<file path="src/rtl/reciprocal_sched_pkg.sv">
// Shared types for the reciprocal scheduler: FSM state encoding and the
// operand record a requester presents to the reciprocal unit.
package reciprocal_pkg;

  localparam int DEF_W  = 8;
  localparam int DEF_IW = 4;

  typedef enum logic [1:0] {
    IDLE,
    ISSUE,
    RELEASE,
    DONE
  } sched_state_t;

  typedef struct packed {
    logic [DEF_W-1:0]  a;
    logic [DEF_IW-1:0] n_iter;
  } operand_t;

endpackage

</file>
<file path="src/rtl/reciprocal_sched_if.sv">
// Bundle of client-side request/done signals and the reciprocal unit
// req/ack handshake. slave is the scheduler's view, master the environment's.
interface reciprocal_sched_if #(
  parameter int NREQ = 4,
  parameter int W    = 8,
  parameter int IW   = 4
);

  logic [NREQ-1:0]         req;
  logic [NREQ-1:0][W-1:0]  a_in;
  logic [NREQ-1:0][IW-1:0] n_iter_in;
  logic [NREQ-1:0]         done;
  logic [2*W-1:0]          p_out;
  logic                    err;
  logic                    busy;

  logic                    rcp_req;
  logic [W-1:0]            rcp_a;
  logic [IW-1:0]           rcp_n_iter;
  logic [2*W-1:0]          rcp_p;
  logic                    rcp_ack;

  modport master (
    output req, a_in, n_iter_in, rcp_p, rcp_ack,
    input  done, p_out, err, busy, rcp_req, rcp_a, rcp_n_iter
  );

  modport slave (
    input  req, a_in, n_iter_in, rcp_p, rcp_ack,
    output done, p_out, err, busy, rcp_req, rcp_a, rcp_n_iter
  );

endinterface

</file>
<file path="src/rtl/reciprocal_sched_rr_pick.sv">
// Combinational round-robin picker: first set req bit at or after ptr,
// wrapping around. gnt_idx is only meaningful when any is high.
module rr_pick #(
  parameter int NREQ = 4,
  parameter int PW   = (NREQ > 1) ? $clog2(NREQ) : 1
) (
  input  logic [NREQ-1:0] req,
  input  logic [PW-1:0]   ptr,
  output logic [PW-1:0]   gnt_idx,
  output logic            any
);

  // Scan from the farthest offset down so the closest one to ptr wins.
  always_comb begin
    gnt_idx = '0;
    for (int i = NREQ - 1; i >= 0; i--) begin
      if (req[(int'(ptr) + i) % NREQ]) begin
        gnt_idx = PW'((int'(ptr) + i) % NREQ);
      end
    end
  end

  assign any = |req;

endmodule

</file>
<file path="src/rtl/reciprocal_sched.sv">
// Round-robin scheduler sharing one iterative reciprocal unit between NREQ
// requesters, with operand screening and a bounded wait for the unit's ack.
module reciprocal_sched
  import reciprocal_pkg::*;
#(
  parameter int NREQ    = 4,
  parameter int W       = DEF_W,
  parameter int IW      = DEF_IW,
  parameter int TIMEOUT = 255
) (
  input logic               clock,
  input logic               reset_n,
  reciprocal_sched_if.slave bus
);

  localparam int PW = (NREQ > 1) ? $clog2(NREQ) : 1;
  localparam int CW = $clog2(TIMEOUT + 1);
  localparam logic [CW-1:0]   CNT_LAST = CW'(TIMEOUT - 1);
  localparam logic [PW-1:0]   LAST_IDX = PW'(NREQ - 1);
  localparam logic [NREQ-1:0] ONE_HOT  = NREQ'(1);

  sched_state_t   state_q, state_d;
  logic [PW-1:0]  ptr_q, ptr_d;
  logic [PW-1:0]  gnt_q, gnt_d;
  logic [W-1:0]   a_q, a_d;
  logic [IW-1:0]  nIter_q, nIter_d;
  logic [CW-1:0]  waitCnt_q, waitCnt_d;
  logic [2*W-1:0] p_q, p_d;
  logic           err_q, err_d;

  logic [PW-1:0]  pickIdx;
  logic           pickAny;

  rr_pick #(.NREQ(NREQ), .PW(PW)) uPick (
    .req     (bus.req),
    .ptr     (ptr_q),
    .gnt_idx (pickIdx),
    .any     (pickAny)
  );

  always_ff @(posedge clock) begin
    if (!reset_n) begin
      state_q   <= IDLE;
      ptr_q     <= '0;
      gnt_q     <= '0;
      a_q       <= '0;
      nIter_q   <= '0;
      waitCnt_q <= '0;
      p_q       <= '0;
      err_q     <= 1'b0;
    end else begin
      state_q   <= state_d;
      ptr_q     <= ptr_d;
      gnt_q     <= gnt_d;
      a_q       <= a_d;
      nIter_q   <= nIter_d;
      waitCnt_q <= waitCnt_d;
      p_q       <= p_d;
      err_q     <= err_d;
    end
  end

  // A still-high rcp_ack in IDLE means the unit hasn't finished its 4-phase
  // cycle (e.g. after a reset mid-operation), so no new grant is made.
  always_comb begin
    state_d   = state_q;
    ptr_d     = ptr_q;
    gnt_d     = gnt_q;
    a_d       = a_q;
    nIter_d   = nIter_q;
    waitCnt_d = waitCnt_q;
    p_d       = p_q;
    err_d     = err_q;

    unique case (state_q)
      IDLE: begin
        if (!bus.rcp_ack && pickAny) begin
          gnt_d     = pickIdx;
          a_d       = bus.a_in[pickIdx];
          nIter_d   = bus.n_iter_in[pickIdx];
          waitCnt_d = '0;
          if (!bus.a_in[pickIdx][W-1] || (bus.n_iter_in[pickIdx] == '0)) begin
            err_d   = 1'b1;
            p_d     = '1;
            state_d = DONE;
          end else begin
            state_d = ISSUE;
          end
        end
      end

      ISSUE: begin
        if (bus.rcp_ack) begin
          p_d     = bus.rcp_p;
          err_d   = 1'b0;
          state_d = RELEASE;
        end else if (waitCnt_q == CNT_LAST) begin
          p_d     = '1;
          err_d   = 1'b1;
          state_d = RELEASE;
        end else begin
          waitCnt_d = waitCnt_q + CW'(1);
        end
      end

      RELEASE: begin
        if (!bus.rcp_ack) begin
          state_d = DONE;
        end
      end

      DONE: begin
        ptr_d   = (gnt_q == LAST_IDX) ? '0 : gnt_q + PW'(1);
        state_d = IDLE;
      end

      default: state_d = IDLE;
    endcase
  end

  assign bus.busy       = (state_q != IDLE);
  assign bus.rcp_req    = (state_q == ISSUE);
  assign bus.rcp_a      = a_q;
  assign bus.rcp_n_iter = nIter_q;
  assign bus.p_out      = p_q;
  assign bus.err        = err_q;
  assign bus.done       = (state_q == DONE) ? (ONE_HOT << gnt_q) : '0;

endmodule

</file>
<file path="src/flat_wrapper.sv">
// flat-port wrapper written by rule: the top's interface ports become plain ports
module reciprocal_sched_flat import reciprocal_pkg::*;
#(
  parameter int NREQ    = 4,
  parameter int W       = DEF_W,
  parameter int IW      = DEF_IW,
  parameter int TIMEOUT = 255
)
  (clock, reset_n, bus_req, bus_a_in, bus_n_iter_in, bus_rcp_p, bus_rcp_ack, bus_done, bus_p_out, bus_err, bus_busy, bus_rcp_req, bus_rcp_a, bus_rcp_n_iter);
  reciprocal_sched_if #(.NREQ(NREQ), .W(W), .IW(IW)) bus_i ();
  input logic clock;
  input logic reset_n;
  input wire logic [$bits(bus_i.req)-1:0] bus_req;
  input wire logic [$bits(bus_i.a_in)-1:0] bus_a_in;
  input wire logic [$bits(bus_i.n_iter_in)-1:0] bus_n_iter_in;
  input wire logic [$bits(bus_i.rcp_p)-1:0] bus_rcp_p;
  input wire logic [$bits(bus_i.rcp_ack)-1:0] bus_rcp_ack;
  output wire logic [$bits(bus_i.done)-1:0] bus_done;
  output wire logic [$bits(bus_i.p_out)-1:0] bus_p_out;
  output wire logic [$bits(bus_i.err)-1:0] bus_err;
  output wire logic [$bits(bus_i.busy)-1:0] bus_busy;
  output wire logic [$bits(bus_i.rcp_req)-1:0] bus_rcp_req;
  output wire logic [$bits(bus_i.rcp_a)-1:0] bus_rcp_a;
  output wire logic [$bits(bus_i.rcp_n_iter)-1:0] bus_rcp_n_iter;
  assign bus_i.req = bus_req;
  assign bus_i.a_in = bus_a_in;
  assign bus_i.n_iter_in = bus_n_iter_in;
  assign bus_i.rcp_p = bus_rcp_p;
  assign bus_i.rcp_ack = bus_rcp_ack;
  assign bus_done = bus_i.done;
  assign bus_p_out = bus_i.p_out;
  assign bus_err = bus_i.err;
  assign bus_busy = bus_i.busy;
  assign bus_rcp_req = bus_i.rcp_req;
  assign bus_rcp_a = bus_i.rcp_a;
  assign bus_rcp_n_iter = bus_i.rcp_n_iter;
  reciprocal_sched #(.NREQ(NREQ), .W(W), .IW(IW), .TIMEOUT(TIMEOUT)) u_core (.clock(clock), .reset_n(reset_n), .bus(bus_i));
endmodule
</file>
<file path="config.mk">
export PLATFORM = sky130hd
export DESIGN_NAME = reciprocal_sched_flat
export DESIGN_NICKNAME = d
export VERILOG_FILES = /design/src/rtl/reciprocal_sched_pkg.sv /design/src/rtl/reciprocal_sched_if.sv /design/src/rtl/reciprocal_sched_rr_pick.sv /design/src/rtl/reciprocal_sched.sv /design/src/flat_wrapper.sv
export SDC_FILE = /design/constraint.sdc
export NUM_CORES = 1
export LEC_CHECK = 0
export CAP_MARGIN = 20
export CORE_AREA = 2 2 78 80
export DETAILED_ROUTE_END_ITERATION = 8
export DIE_AREA = 0 0 80 82
export PLACE_DENSITY = 0.88
export SLEW_MARGIN = 10
export SYNTH_ARGS = -nofsm -noshare
export SYNTH_HDL_FRONTEND = slang
export SYNTH_HIERARCHICAL = 1
export SYNTH_SLANG_ARGS = --single-unit
</file>
<file path="constraint.sdc">
create_clock -name clock -period 2.85 [get_ports clock]
set_clock_uncertainty 0.2 [all_clocks]
set_input_delay 0.57 -clock clock [delete_from_list [all_inputs] [get_ports clock]]
set_output_delay 0.57 -clock clock [all_outputs]
set_load 0.01 [all_outputs]
</file>
==> results of run 1 <==
[worst paths after layout]
path                                              to                start  slack [ns]
worst max register to register  u_core/bus.p_out[13]      u_core/ptr_q[1]        0.16
worst min register to register   u_core/bus.p_out[2]  u_core/bus.p_out[2]        0.25
worst min-delay path             u_core/bus.p_out[2]  u_core/bus.p_out[2]        0.25
worst max-delay path            u_core/bus.p_out[13]           bus_req[0]        0.06
[state kept, by name, summed over array words and instances (netlist names)]
| name | flops |
|---|---|
| u_core/bus.err | 1 |
| u_core/bus.p_out | 16 |
| u_core/bus.rcp_a | 8 |
| u_core/bus.rcp_n_iter | 4 |
| u_core/gnt_q | 2 |
| u_core/ptr_q | 2 |
| u_core/state_q | 2 |
| u_core/waitCnt_q | 8 |
[timing repair]
| action | 4_1_cts | 5_1_grt |
|---|---|---|
| cloned | 2 | 0 |
| endpoints found under the setup margin | 17 | 9 |
| setup buffers | 1 | 0 |
| gates resized for setup | 9 | 0 |
| pin swaps | 20 | 4 |
[metrics by stage]
stage | TNS (ns) | hold slack (ns) | power (mW) | instances
global placement | -6.86 | 0.233 | 2.10 | 438
CTS | 0 | 0.252 | 2.62 | 449
finish | 0 | 0.255 | 2.61 | 449
floorplan | 0 | 0.248 | 1.57 | 256
detailed placement | -8.82 | 0.236 | 2.15 | 438
global route | 0 | 0.277 | 2.77 | 449
[worst max-delay path: stages]
cell and delay (ns):
clkdlybuf4s50_1 0.44, a211oi_2 0.21, buf_4 0.18, mux4_1 0.62, nor4_4 0.25, buf_6 0.18
o211ai_4 0.17, a21oi_2 0.21
[logic make-up after synthesis]
group,after synthesis
AO/OA/AOI/OAI,72
adder cells (fa/ha/maj),10
buffers and inverters,39
flip-flops,43
multiplexers,17
AND/OR/NAND/NOR,75
[area by class of cell]
class | count | area [µm²] | share of cell area (%)
Clock buffer | 6 | 72.6 | 1.99
Sequential cell | 43 | 861 | 23.6
Multi-Input combinational cell | 176 | 1340 | 36.6
Inverter | 26 | 97.6 | 2.68
Clock inverter | 2 | 12.5 | 0.343
Tap cell | 75 | 93.8 | 2.58
Timing Repair Buffer | 121 | 1170 | 32.1
[layout by cell type (no fill, tap or decap), types with 2 or more instances in the layout]
cell | netlist | final
inv_1 | 26 | 26
a21oi_2 | 10 | 13
dlygate4sd2_1 | 0 | 3
clkdlybuf4s50_1 | 0 | 102
a211o_1 | 2 | 2
buf_4 | 0 | 15
nor2_1 | 14 | 14
dfxtp_1 | 43 | 43
a211oi_1 | 2 | 2
nand4_1 | 3 | 3
or4_1 | 2 | 2
o31ai_1 | 2 | 2
o211ai_4 | 1 | 3
or3_1 | 5 | 5
mux2i_1 | 5 | 5
a21oi_1 | 31 | 28
and2_1 | 4 | 4
nand2b_1 | 3 | 3
clkbuf_8 | 0 | 5
o21ai_0 | 21 | 21
mux4_2 | 5 | 5
ha_1 | 10 | 10
mux4_1 | 7 | 7
nand3_1 | 4 | 4
nand2_1 | 35 | 35
[report_power, final]
group	leakage [nW]	internal [mW]	switching (mW)	total (mW)
Sequential	0.353	0.778	0.103	0.881
Combinational	0.960	0.682	0.671	1.35
Clock	0.0412	0.171	0.203	0.374
Total	1.35	1.63	0.977	2.61
[per-layer routing]
| layer | vias to the layer above | share of wire (%) |
|---|---|---|
| li1 | 1133 | - |
| met1 | 1064 | 39 |
| met2 | 81 | 53 |
| met3 | 5 | 6.6 |
| met4 | 0 | 1.0 |
| met5 | - | 0 |
[cell usage after synthesis, drive strengths merged]
master / n
dfxtp: 43
a21oi: 41
nand2: 35
inv: 26
o21ai: 21
nor2: 14
mux4: 12
ha: 10
clkbuf: 8
buf: 5
mux2i: 5
or3: 5
and2: 4
nand3: 4
a211oi: 3
nand2b: 3
nand4: 3
a211o: 2
o31ai: 2
or4: 2
a22oi: 1
a311o: 1
and3: 1
and4: 1
nor3b: 1
nor4: 1
o211ai: 1
or2: 1
==> results.txt, run 1 <==
----------------------------------------------------
[Floorplan]
  Height of the chip ... 82 µm
  Top-level I/O count ... between 100 and 150
  Initial cell density of the core ... 40.1%
  Placement row count ... 28
  Area of the die ... 6560 µm²
  Chip width ... 80 µm
  Floorplan core area ... about 5700 µm²

[Synth]
  Netlist cell types ... 33
  Count of yosys warnings during synthesis ... 6
  Mean post-synth cell area ... around 9 µm²
  Mapped Area ... 2300 µm²
  Main combinational cell family by area after synthesis ... compound AO/OA/AOI/OAI gates
  Synthesized instance count ... 256
  XOR/XNOR Fraction of Synth Area ... 0%
  Post-Synth Simple-Gate Area ... 15.7%
  Fraction of post-synthesis cell area in the top cell type by area ... 37.4%
  Seq cells post-synth ... 43
  Complex-gate fraction of the synthesized area ... 19.4%
  Number of nets produced by synthesis ... 337
  Share of synthesized cell area in full adder, half adder and majority cells ... 5.43%
  Cell accounting for the most synthesized area ... dfxtp_1
  Register area share after synthesis ... 37.4%
  Top cells by area in the synthesized netlist ... dfxtp_1, mux4_1, a21oi_1
  Multiplexer area fraction after synthesis ... 15.0%

[Global routing]
  Layer with the highest usage ... met2
  GRT Residual Overflow ... 0
  Global router's overall resource usage ... 19.2%
  Met3 track demand over resource in global routing ... 4.84%
  Wire length of the first global-routing pass ... 9.83 mm
  Maximum number of pins on one net before global-route repair ... 19
  GR Util met2 ... a little over a third
  Antenna violations before repair ... 0
  Via count of the first global-routing pass ... 2201
  Met1 layer usage reported by global route ... around 20%

[Worst setup path]
  Type of the setup path with the least slack ... primary input to flip-flop
  Req. time, crit path ... 2.88 ns
  Critical Path Sink Type ... flip-flop
  Crit-path max FO ... 8
  Number of cells traversed by the worst register-to-register path ... 9
  Arrival time of data at the critical path endpoint ... 2.82 ns
  Critical Path Source Type ... primary input

[Run status]
  Result of the run ... finished clean

[Clocking]
  CTS Sinks ... 43
  Cts-stage hold buffer count ... 0
  H-tree lvl count ... 2
  Clock buffer count from CTS ... 5
  Latest clock arrival within the worst-skew pair ... 0.29 ns
  Clock tree from TritonCTS ... built
  Clock Tree Buf Depth ... 2
  Clock-pin slew on the worst setup and hold paths ... roughly 0.08 ns
  Root buffer cell ... clkbuf_8

[Placed design]
  Placer Congestion ... 0.818
  DP HPWL ... between 4 and 5 mm
  Quantity of I/O buffers inserted on ports ... 105
  Instance area after placement ... 3500 µm²
  Pre-CTS setup slack ... -0.518 ns

[Pwr]
  Worst ir drop on vdd ... 0.418 mV
  Leakage power ... approximately 1.4 nW
  Power density cells ... 716 nW/µm²

[Run]
  Max-cap check violation count ... 0

[STA]
  Number of failing setup endpoints in the final timing report ... 0
  Worst slew margin ... approximately 54%
  RSZ-0062 raised after global routing ... false
  Slew Viols, Final ... 0
  Number of hold violations in the final report ... 0
  Worst path setup slack after routing ... roughly 0.057 ns
  Final cycle utilization of the critical path ... 98.0%
  Highest attainable clock frequency ... approximately 0.36 GHz
  Tmin final ... about 2.8 ns
  Slew at the pin closest to its max-slew limit ... 0.695 ns

[Final layout]
  Post-layout utilization of the core ... 63.4%
  Final standard cell area without fillers ... roughly 3600 µm²
  Fraction of final layout cells with drive strength greater than 1 ... between 10% and 20%
  Layout-stage area growth over the synthesis result ... 58.1%
  Final nets ... 454
  Filler Cell Count ... approximately 500
  Antenna diode instance count ... 0

[Routing]
  First-iteration detailed-routing DRC count ... 101
  Routed via count ... 2283
  Drt pass-1 iters ... 4
  Remaining antenna violation count after routing ... 0
  Routed length per instance ... between 10 and 15 µm
  Final WL ... 6.37 mm
  DR DRC count ... 0
  Routed via count divided by cell count ... between 5 and 6

[Min path]
  Class of the worst hold path ... flip-flop to flip-flop
  Cell count of the worst hold path ... 2

----------------------------------------------------
Note: power is estimated with default switching activity, not from simulation.
==> run 2: changes to the inputs <==
- CORE_AREA: 2 2 78 80 -> 2 2 71 87
- DIE_AREA: 0 0 80 82 -> 0 0 73 89
- REMOVE_ABC_BUFFERS: unset -> 1
- SLEW_MARGIN: 10 -> 20
==> run 2 against run 1 <==
Compared with the run above:
- wire length down 3.3%
- hold slack worse by 0.011 ns
- final cell count down 1.6%
- largest cell class unchanged
- critical path depth up 3
- via count down 0.22%
==> results.txt, run 2 (same netlist as run 1, synthesis figures left out) <==
----------------------------------------------------
[Final layout]
  Post-layout utilization of the core ... 65.4% (+2.0 points)
  Max reg flops ... 16 (unchanged)
  Multi-input gate area in the final layout ... 1330 µm² (-0.47%)
  Layout-stage area growth over the synthesis result ... 58.8%
  Antenna diode instance count ... 0 (unchanged)
  Fraction of final layout cells with drive strength greater than 1 ... 13.5% (+0.93 points)
  Final nets ... 458 (+0.88%)
  Filler Cell Count ... 447 (-9.3%)
  Fin cells ... 442 (-1.6%)
  Sequential cell area in the final layout ... 861 µm² (unchanged)
  Most used cells in the layout excluding fill and tap cells ... clkdlybuf4s50_1, dfxtp_1, nand2_1
  Most common cell after layout, fill and taps aside ... clkdlybuf4s50_1

[STA]
  Number of hold violations in the final report ... 0 (unchanged)
  Tmin final ... 2.73 ns (-0.0664 ns)
  RSZ-0062 raised after global routing ... false
  Highest attainable clock frequency ... 0.367 GHz (+2.4%)
  Final cycle utilization of the critical path ... 95.7% (-2.3 points)
  Worst slew margin ... 57.5% (+3.9 points)
  Final TNS setup ... 0 ns (unchanged)
  Slew Viols, Final ... 0 (unchanged)
  Worst path setup slack after routing ... 0.123 ns (+0.0664 ns)
  Slew at the pin closest to its max-slew limit ... 0.637 ns (-0.0578 ns)
  Number of failing setup endpoints in the final timing report ... 0 (unchanged)

[Min path]
  Cell count of the worst hold path ... 2 (unchanged)
  Class of the worst hold path ... flip-flop to flip-flop

[Worst setup path]
  Number of cells traversed by the worst register-to-register path ... 10 (+1)
  CP Cell Sequence ... dlygate4sd2_1 -> nand2_1 -> nor2_1 -> a211oi_2 -> buf_4 -> buf_4 -> mux4_2 -> nor4_4 -> buf_6 -> o211ai_4 -> a21oi_2
  Crit-path max FO ... 8 (unchanged)
  Largest delay share family, worst path ... buffers and inverters
  Sum of buffers and inverters on the critical path ... 4 (+1)
  Type of the setup path with the least slack ... primary input to flip-flop
  Largest stage delay on the critical path ... 0.53 ns (-0.09 ns)
  Internal reg-to-reg setup slack ... 0.16 ns (about the same)
  Arrival time of data at the critical path endpoint ... 2.76 ns (-0.06 ns)
  Critical Path Source Type ... primary input
  Max stage delay cell, worst path ... mux4_2
  Req. time, crit path ... 2.88 ns (about the same)
  Path length in cells of the critical path ... 11 (+3)
  Cell occurring most often along the worst timing path ... buf_4
  Critical Path Sink Type ... flip-flop

[Floorplan]
  Floorplan core area ... 5590 µm² (-2.7%)
  Area of the die ... 6500 µm² (-0.96%)
  Height of the chip ... 89 µm (+8.5%)
  Chip width ... 73 µm (-8.8%)
  Initial cell density of the core ... 41.2% (+1.1 points)
  Placement row count ... 30 (+7.1%)
  Top-level I/O count ... 106 (unchanged)

[Pwr]
  Combinational fraction of design power ... 51.6% (-0.3 points)
  Leakage power ... 1.39 nW (+2.5%)
  Net switching power ... 0.951 mW (-2.7%)
  Worst ir drop on vdd ... 0.319 mV (-24%)
  Part of the total power dissipated in sequential elements ... 34.0% (+0.2 points)
  Power share of the clock group ... 14.4% (about the same)
  Sw frac ... 36.7% (-0.75 points)
  Power density cells ... 708 nW/µm² (-1.1%)
  P_int ... 1.64 mW (+0.49%)

[Placed design]
  Pre-CTS setup slack ... -0.483 ns (+0.0340 ns)
  Placer Congestion ... 0.812 (-0.73%)
  Quantity of I/O buffers inserted on ports ... 105 (unchanged)
  Number of placed instances with taps included ... 429 (-2.1%)
  DP HPWL ... 4.72 mm (-2.3%)

[Clocking]
  Clock tree from TritonCTS ... built
  Clock-pin slew on the worst setup and hold paths ... 0.08 ns (about the same)
  Latest clock arrival within the worst-skew pair ... 0.29 ns (about the same)
  H-tree lvl count ... 2 (unchanged)
  Clock Tree Buf Depth ... 2 (unchanged)
  CTS Sinks ... 43 (unchanged)
  Cts-stage hold buffer count ... 0 (unchanged)
  Clock buffer count from CTS ... 5 (unchanged)
  Root buffer cell ... clkbuf_8

[Routing]
  Drt pass-1 iters ... 4 (unchanged)
  Final WL ... 6.16 mm (-3.3%)
  Routed length per instance ... 13.9 µm (-1.8%)
  Remaining antenna violation count after routing ... 0 (unchanged)
  DR DRC count ... 0 (unchanged)
  First-iteration detailed-routing DRC count ... 73 (-28%)
  Routed via count divided by cell count ... 5.15 (+1.4%)
  Routed via count ... 2278 (-0.22%)

[Global routing]
  Via count of the first global-routing pass ... 2286 (+3.9%)
  Wire length of the first global-routing pass ... 9.59 mm (-2.5%)
  GRT Residual Overflow ... 0 (unchanged)
  Maximum number of pins on one net before global-route repair ... 19 (unchanged)
  Global router's overall resource usage ... 18.7% (-0.50 points)
  Antenna violations before repair ... 0 (unchanged)

[Run status]
  Result of the run ... finished clean

[Run]
  Max-cap check violation count ... 0 (unchanged)

----------------------------------------------------
-- run 2: per-stage QoR --
step                      hold WS (ns)  area (µm²)  power, mW
final                            0.244        3660       2.59
after global routing             0.263        3660       2.76
after CTS                        0.248        3640       2.61
after detailed placement         0.235        3500       2.16
after global placement           0.232        3500       2.11
after floorplan                  0.248        2240       1.52
-- run 2: path summary, 6_finish.rpt --
kind	startpoint	endpoint
worst max-delay path	bus_req[2]	u_core/bus.p_out[10]
worst min-delay path	u_core/bus.p_out[4]	u_core/bus.p_out[4]
worst max register to register	u_core/ptr_q[1]	u_core/bus.p_out[10]
worst min register to register	u_core/bus.p_out[4]	u_core/bus.p_out[4]
-- run 2: timing repair --
action	CTS	global route
cloned	2	0
endpoints found under the setup margin	17	17
pin swaps	17	4
resized for setup	6	4
setup buffers	1	2
-- run 2: layer usage --
layer  GRT usage (%)  vias to the layer above  share of wire (%)
met5               0                        -                  0
met4            8.08                        0                1.6
met3            4.28                        9                6.8
met2            35.8                       88                 55
met1            19.1                     1036                 37
li1                -                     1145                  -
-- run 2: final cells by class --
class                           count  share of cell area (%)
Clock inverter                      2                   0.342
Inverter                           26                    2.67
Multi-Input combinational cell    176                    36.3
Clock buffer                        6                    1.98
Tap cell                           64                    2.19
Sequential cell                    43                    23.5
Timing Repair Buffer              125                    33.0
-- run 2: power by group through the flow --
| stage | Sequential, mW | Clock [mW] | Combinational [mW] |
|---|---|---|---|
| 4_1_cts | 0.881 | 0.387 | 1.34 |
| 3_5_place_dp | 0.895 | 0 | 1.26 |
| 6_report | 0.881 | 0.373 | 1.34 |
| 3_3_place_gp | 0.885 | 0 | 1.23 |
| 2_1_floorplan | 0.954 | 0 | 0.566 |
| 5_1_grt | 0.901 | 0.402 | 1.46 |
-- run 2: worst register-to-register path, stage by stage (launching register included) --
cell      delay (ns)
dfxtp_1         0.45
nand2b_1        0.15
a21oi_1         0.08
a211oi_2        0.15
buf_4           0.17
buf_4           0.11
mux4_2          0.53
nor4_4          0.25
buf_6           0.18
o211ai_4        0.17
a21oi_2         0.21
==> run 3: changes to the inputs <==
- CTS_CLUSTER_DIAMETER: unset -> 30
- CTS_CLUSTER_SIZE: unset -> 24
- PLACE_DENSITY: 0.88 -> 0.79
==> run 3 against run 2 <==
Compared with the run above:
- wire length grew 1.2%
- sequential share of layout area shrank 0.16 points
- critical endpoint is now u_core/bus.p_out[11]
- hold slack gained 0.0068 ns
- combinational power is essentially flat
- register-to-register slack gained 0.05 ns
- core utilization grew 0.54 points
- via count grew 0.26%
- first-iteration DRC count shrank 14%
- final cell count shrank 0.90%
- total power grew 7.0%
- die area is the same
==> results.txt, run 3 (same netlist as run 1, synthesis figures left out) <==
----------------------------------------------------
[Worst setup path]
  CP Cell Sequence ... dlygate4sd2_1 -> mux2i_1 -> a211oi_2 -> buf_4 -> mux4_2 -> nor4_4 -> buf_6 -> o211ai_4 -> a21oi_2
  FF-to-FF End ... u_core/bus.p_out[11]
  Largest stage delay on the critical path ... 0.55 ns (+0.02 ns)
  Max stage delay cell, worst path ... mux4_2
  Sum of buffers and inverters on the critical path ... 3 (-1)
  Crit-path max FO ... 8 (unchanged)
  Largest delay share family, worst path ... multiplexers
  Critical Path Sink Type ... flip-flop
  Number of cells traversed by the worst register-to-register path ... 9 (-1)
  Req. time, crit path ... 2.88 ns (about the same)
  Worst reg2reg path startpoint ... u_core/ptr_q[1]
  Critical Path Source Type ... primary input
  Arrival time of data at the critical path endpoint ... 2.74 ns (-0.02 ns)
  Type of the setup path with the least slack ... primary input to flip-flop
  Internal reg-to-reg setup slack ... 0.21 ns (+0.05 ns)

[Final layout]
  Layout-stage area growth over the synthesis result ... 60.1%
  Final nets ... 454 (-0.87%)
  Fraction of final layout cells with drive strength greater than 1 ... 13.4% (-0.12 points)
  Fin cells ... 438 (-0.90%)
  Most common cell after layout, fill and taps aside ... clkdlybuf4s50_1
  Antenna diode instance count ... 0 (unchanged)
  Most used cells in the layout excluding fill and tap cells ... clkdlybuf4s50_1, dfxtp_1, nand2_1
  Max reg flops ... 16 (unchanged)
  Post-layout utilization of the core ... 66.0% (+0.54 points)

[Pwr]
  Worst ir drop on vdd ... 0.341 mV (+6.7%)
  Leakage power ... 1.40 nW (+0.93%)
  Power density cells ... 751 nW/µm² (+6.1%)
  Overall power consumption ... 2.77 mW (+7.0%)

[STA]
  Final TNS setup ... 0 ns (unchanged)
  Number of hold violations in the final report ... 0 (unchanged)
  Slew Viols, Final ... 0 (unchanged)
  Slew at the pin closest to its max-slew limit ... 0.783 ns (+0.146 ns)
  Worst slew margin ... 47.8% (-9.7 points)
  RSZ-0062 raised after global routing ... false
  Final cycle utilization of the critical path ... 95.1% (-0.56 points)
  Tmin final ... 2.71 ns (-0.0160 ns)
  Number of failing setup endpoints in the final timing report ... 0 (unchanged)
  Highest attainable clock frequency ... 0.369 GHz (+0.59%)

[Global routing]
  Wire length of the first global-routing pass ... 9.88 mm (+3.0%)
  Via count of the first global-routing pass ... 2232 (-2.4%)
  Global router's overall resource usage ... 19.4% (+0.73 points)
  GRT Residual Overflow ... 0 (unchanged)
  Antenna violations before repair ... 0 (unchanged)
  Maximum number of pins on one net before global-route repair ... 19 (unchanged)

[Floorplan]
  Initial cell density of the core ... 41.2% (unchanged)
  Area of the die ... 6500 µm² (unchanged)
  Floorplan core area ... 5590 µm² (unchanged)
  Top-level I/O count ... 106 (unchanged)
  Placement row count ... 30 (unchanged)
  Height of the chip ... 89 µm (unchanged)
  Chip width ... 73 µm (unchanged)

[Clocking]
  Clock tree from TritonCTS ... built
  Clock-pin slew on the worst setup and hold paths ... 0.08 ns (about the same)
  H-tree lvl count ... 2 (unchanged)
  Clock buffer count from CTS ... 5 (unchanged)
  Clock Tree Buf Depth ... 2 (unchanged)
  Latest clock arrival within the worst-skew pair ... 0.29 ns (about the same)
  Root buffer cell ... clkbuf_8
  CTS Sinks ... 43 (unchanged)
  Cts-stage hold buffer count ... 0 (unchanged)

[Routing]
  Drt pass-1 iters ... 4 (unchanged)
  DR DRC count ... 0 (unchanged)
  Remaining antenna violation count after routing ... 0 (unchanged)
  Routed via count ... 2284 (+0.26%)
  First-iteration detailed-routing DRC count ... 63 (-14%)
  Routed length per instance ... 14.2 µm (+2.1%)
  Routed via count divided by cell count ... 5.21 (+1.2%)
  Final WL ... 6.23 mm (+1.2%)

[Placed design]
  DP HPWL ... 4.68 mm (-0.99%)
  Number of placed instances with taps included ... 427 (-0.47%)
  Quantity of I/O buffers inserted on ports ... 105 (unchanged)
  Placer Congestion ... 0.814 (+0.25%)

[Min path]
  Class of the worst hold path ... flip-flop to flip-flop
  Terminating pin of the worst hold path ... u_core/bus.p_out[2]
  Cell count of the worst hold path ... 2 (unchanged)
  Startpoint of the worst hold path ... u_core/bus.p_out[2]

[Run status]
  Result of the run ... finished clean

[Run]
  Max-cap check violation count ... 0 (unchanged)

----------------------------------------------------
==> run 3: cell count changes in the layout (fill, tap and decap cells not counted), moves of 2 or more <==
cell       previous run  this run
a21oi_2              11        13
bufinv_16             0         2
a21oi_1              30        28
buf_4                19        15
==> run 3: worst reg2reg max path, cell delays in order (launching register included) <==
cell      delay (ns)
dfxtp_2         0.40
nand2b_1        0.12
a21oi_1         0.07
a211oi_2        0.20
buf_4           0.19
mux4_2          0.55
nor4_4          0.30
buf_6           0.18
o211ai_4        0.17
a21oi_2         0.20
==> run 3: how the worst max path moves through the flow <==
stage          cells after the start              endpoint  slack [ns]  startpoint
2_1_floorplan                      6   u_core/bus.p_out[0]       -0.33  bus_req[3]
3_3_place_gp                       8   u_core/bus.p_out[6]       -0.41  bus_req[3]
3_5_place_dp                       8   u_core/bus.p_out[0]       -0.50  bus_req[3]
4_1_cts                           10   u_core/bus.p_out[9]        0.03  bus_req[2]
5_1_grt                            9  u_core/bus.p_out[11]        0.03  bus_req[3]
6_report                           9  u_core/bus.p_out[11]        0.14  bus_req[3]
==> run 3: per-stage QoR <==
stage          hold WS, ns  area, µm²  setup slack (ns)
6_report             0.251       3690             0.139
5_1_grt              0.275       3690            0.0298
4_1_cts              0.251       3670            0.0260
3_5_place_dp         0.236       3480            -0.500
3_3_place_gp         0.232       3480            -0.412
2_1_floorplan        0.248       2240            -0.331
==> run 3: repair_timing <==
action / in CTS / in global routing
endpoints found under the hold margin: 0 / 0
gates resized for setup: 5 / 8
buffers inserted: 1 / 0
pin swaps: 19 / 5
cloned: 2 / 0
setup endpoints to repair: 17 / 17
==> run 3: where the power goes <==
group / switching, mW / internal (mW)
clock: 0.204 / 0.350
sequential: 0.101 / 0.778
combinational: 0.660 / 0.677
==> run 3: layout make-up <==
type,count,area [µm²]
Inverter,26,97.6
Timing Repair Buffer,121,1180
Multi-Input combinational cell,176,1340
Tap cell,64,80.1
Sequential cell,43,862
Clock inverter,2,60.1
Fill cell,463,1900
Clock buffer,6,72.6
==> run 3: metal layers <==
layer | vias up | part of all wire, % | wire (µm) | track usage [%]
li1 | 1135 | - | - | -
met4 | 0 | 2.3 | 144 | 7.74
met1 | 1045 | 39 | 2440 | 21.4
met5 | - | 0 | 0 | 0
met2 | 92 | 52 | 3230 | 35.5
met3 | 12 | 6.6 | 414 | 4.74
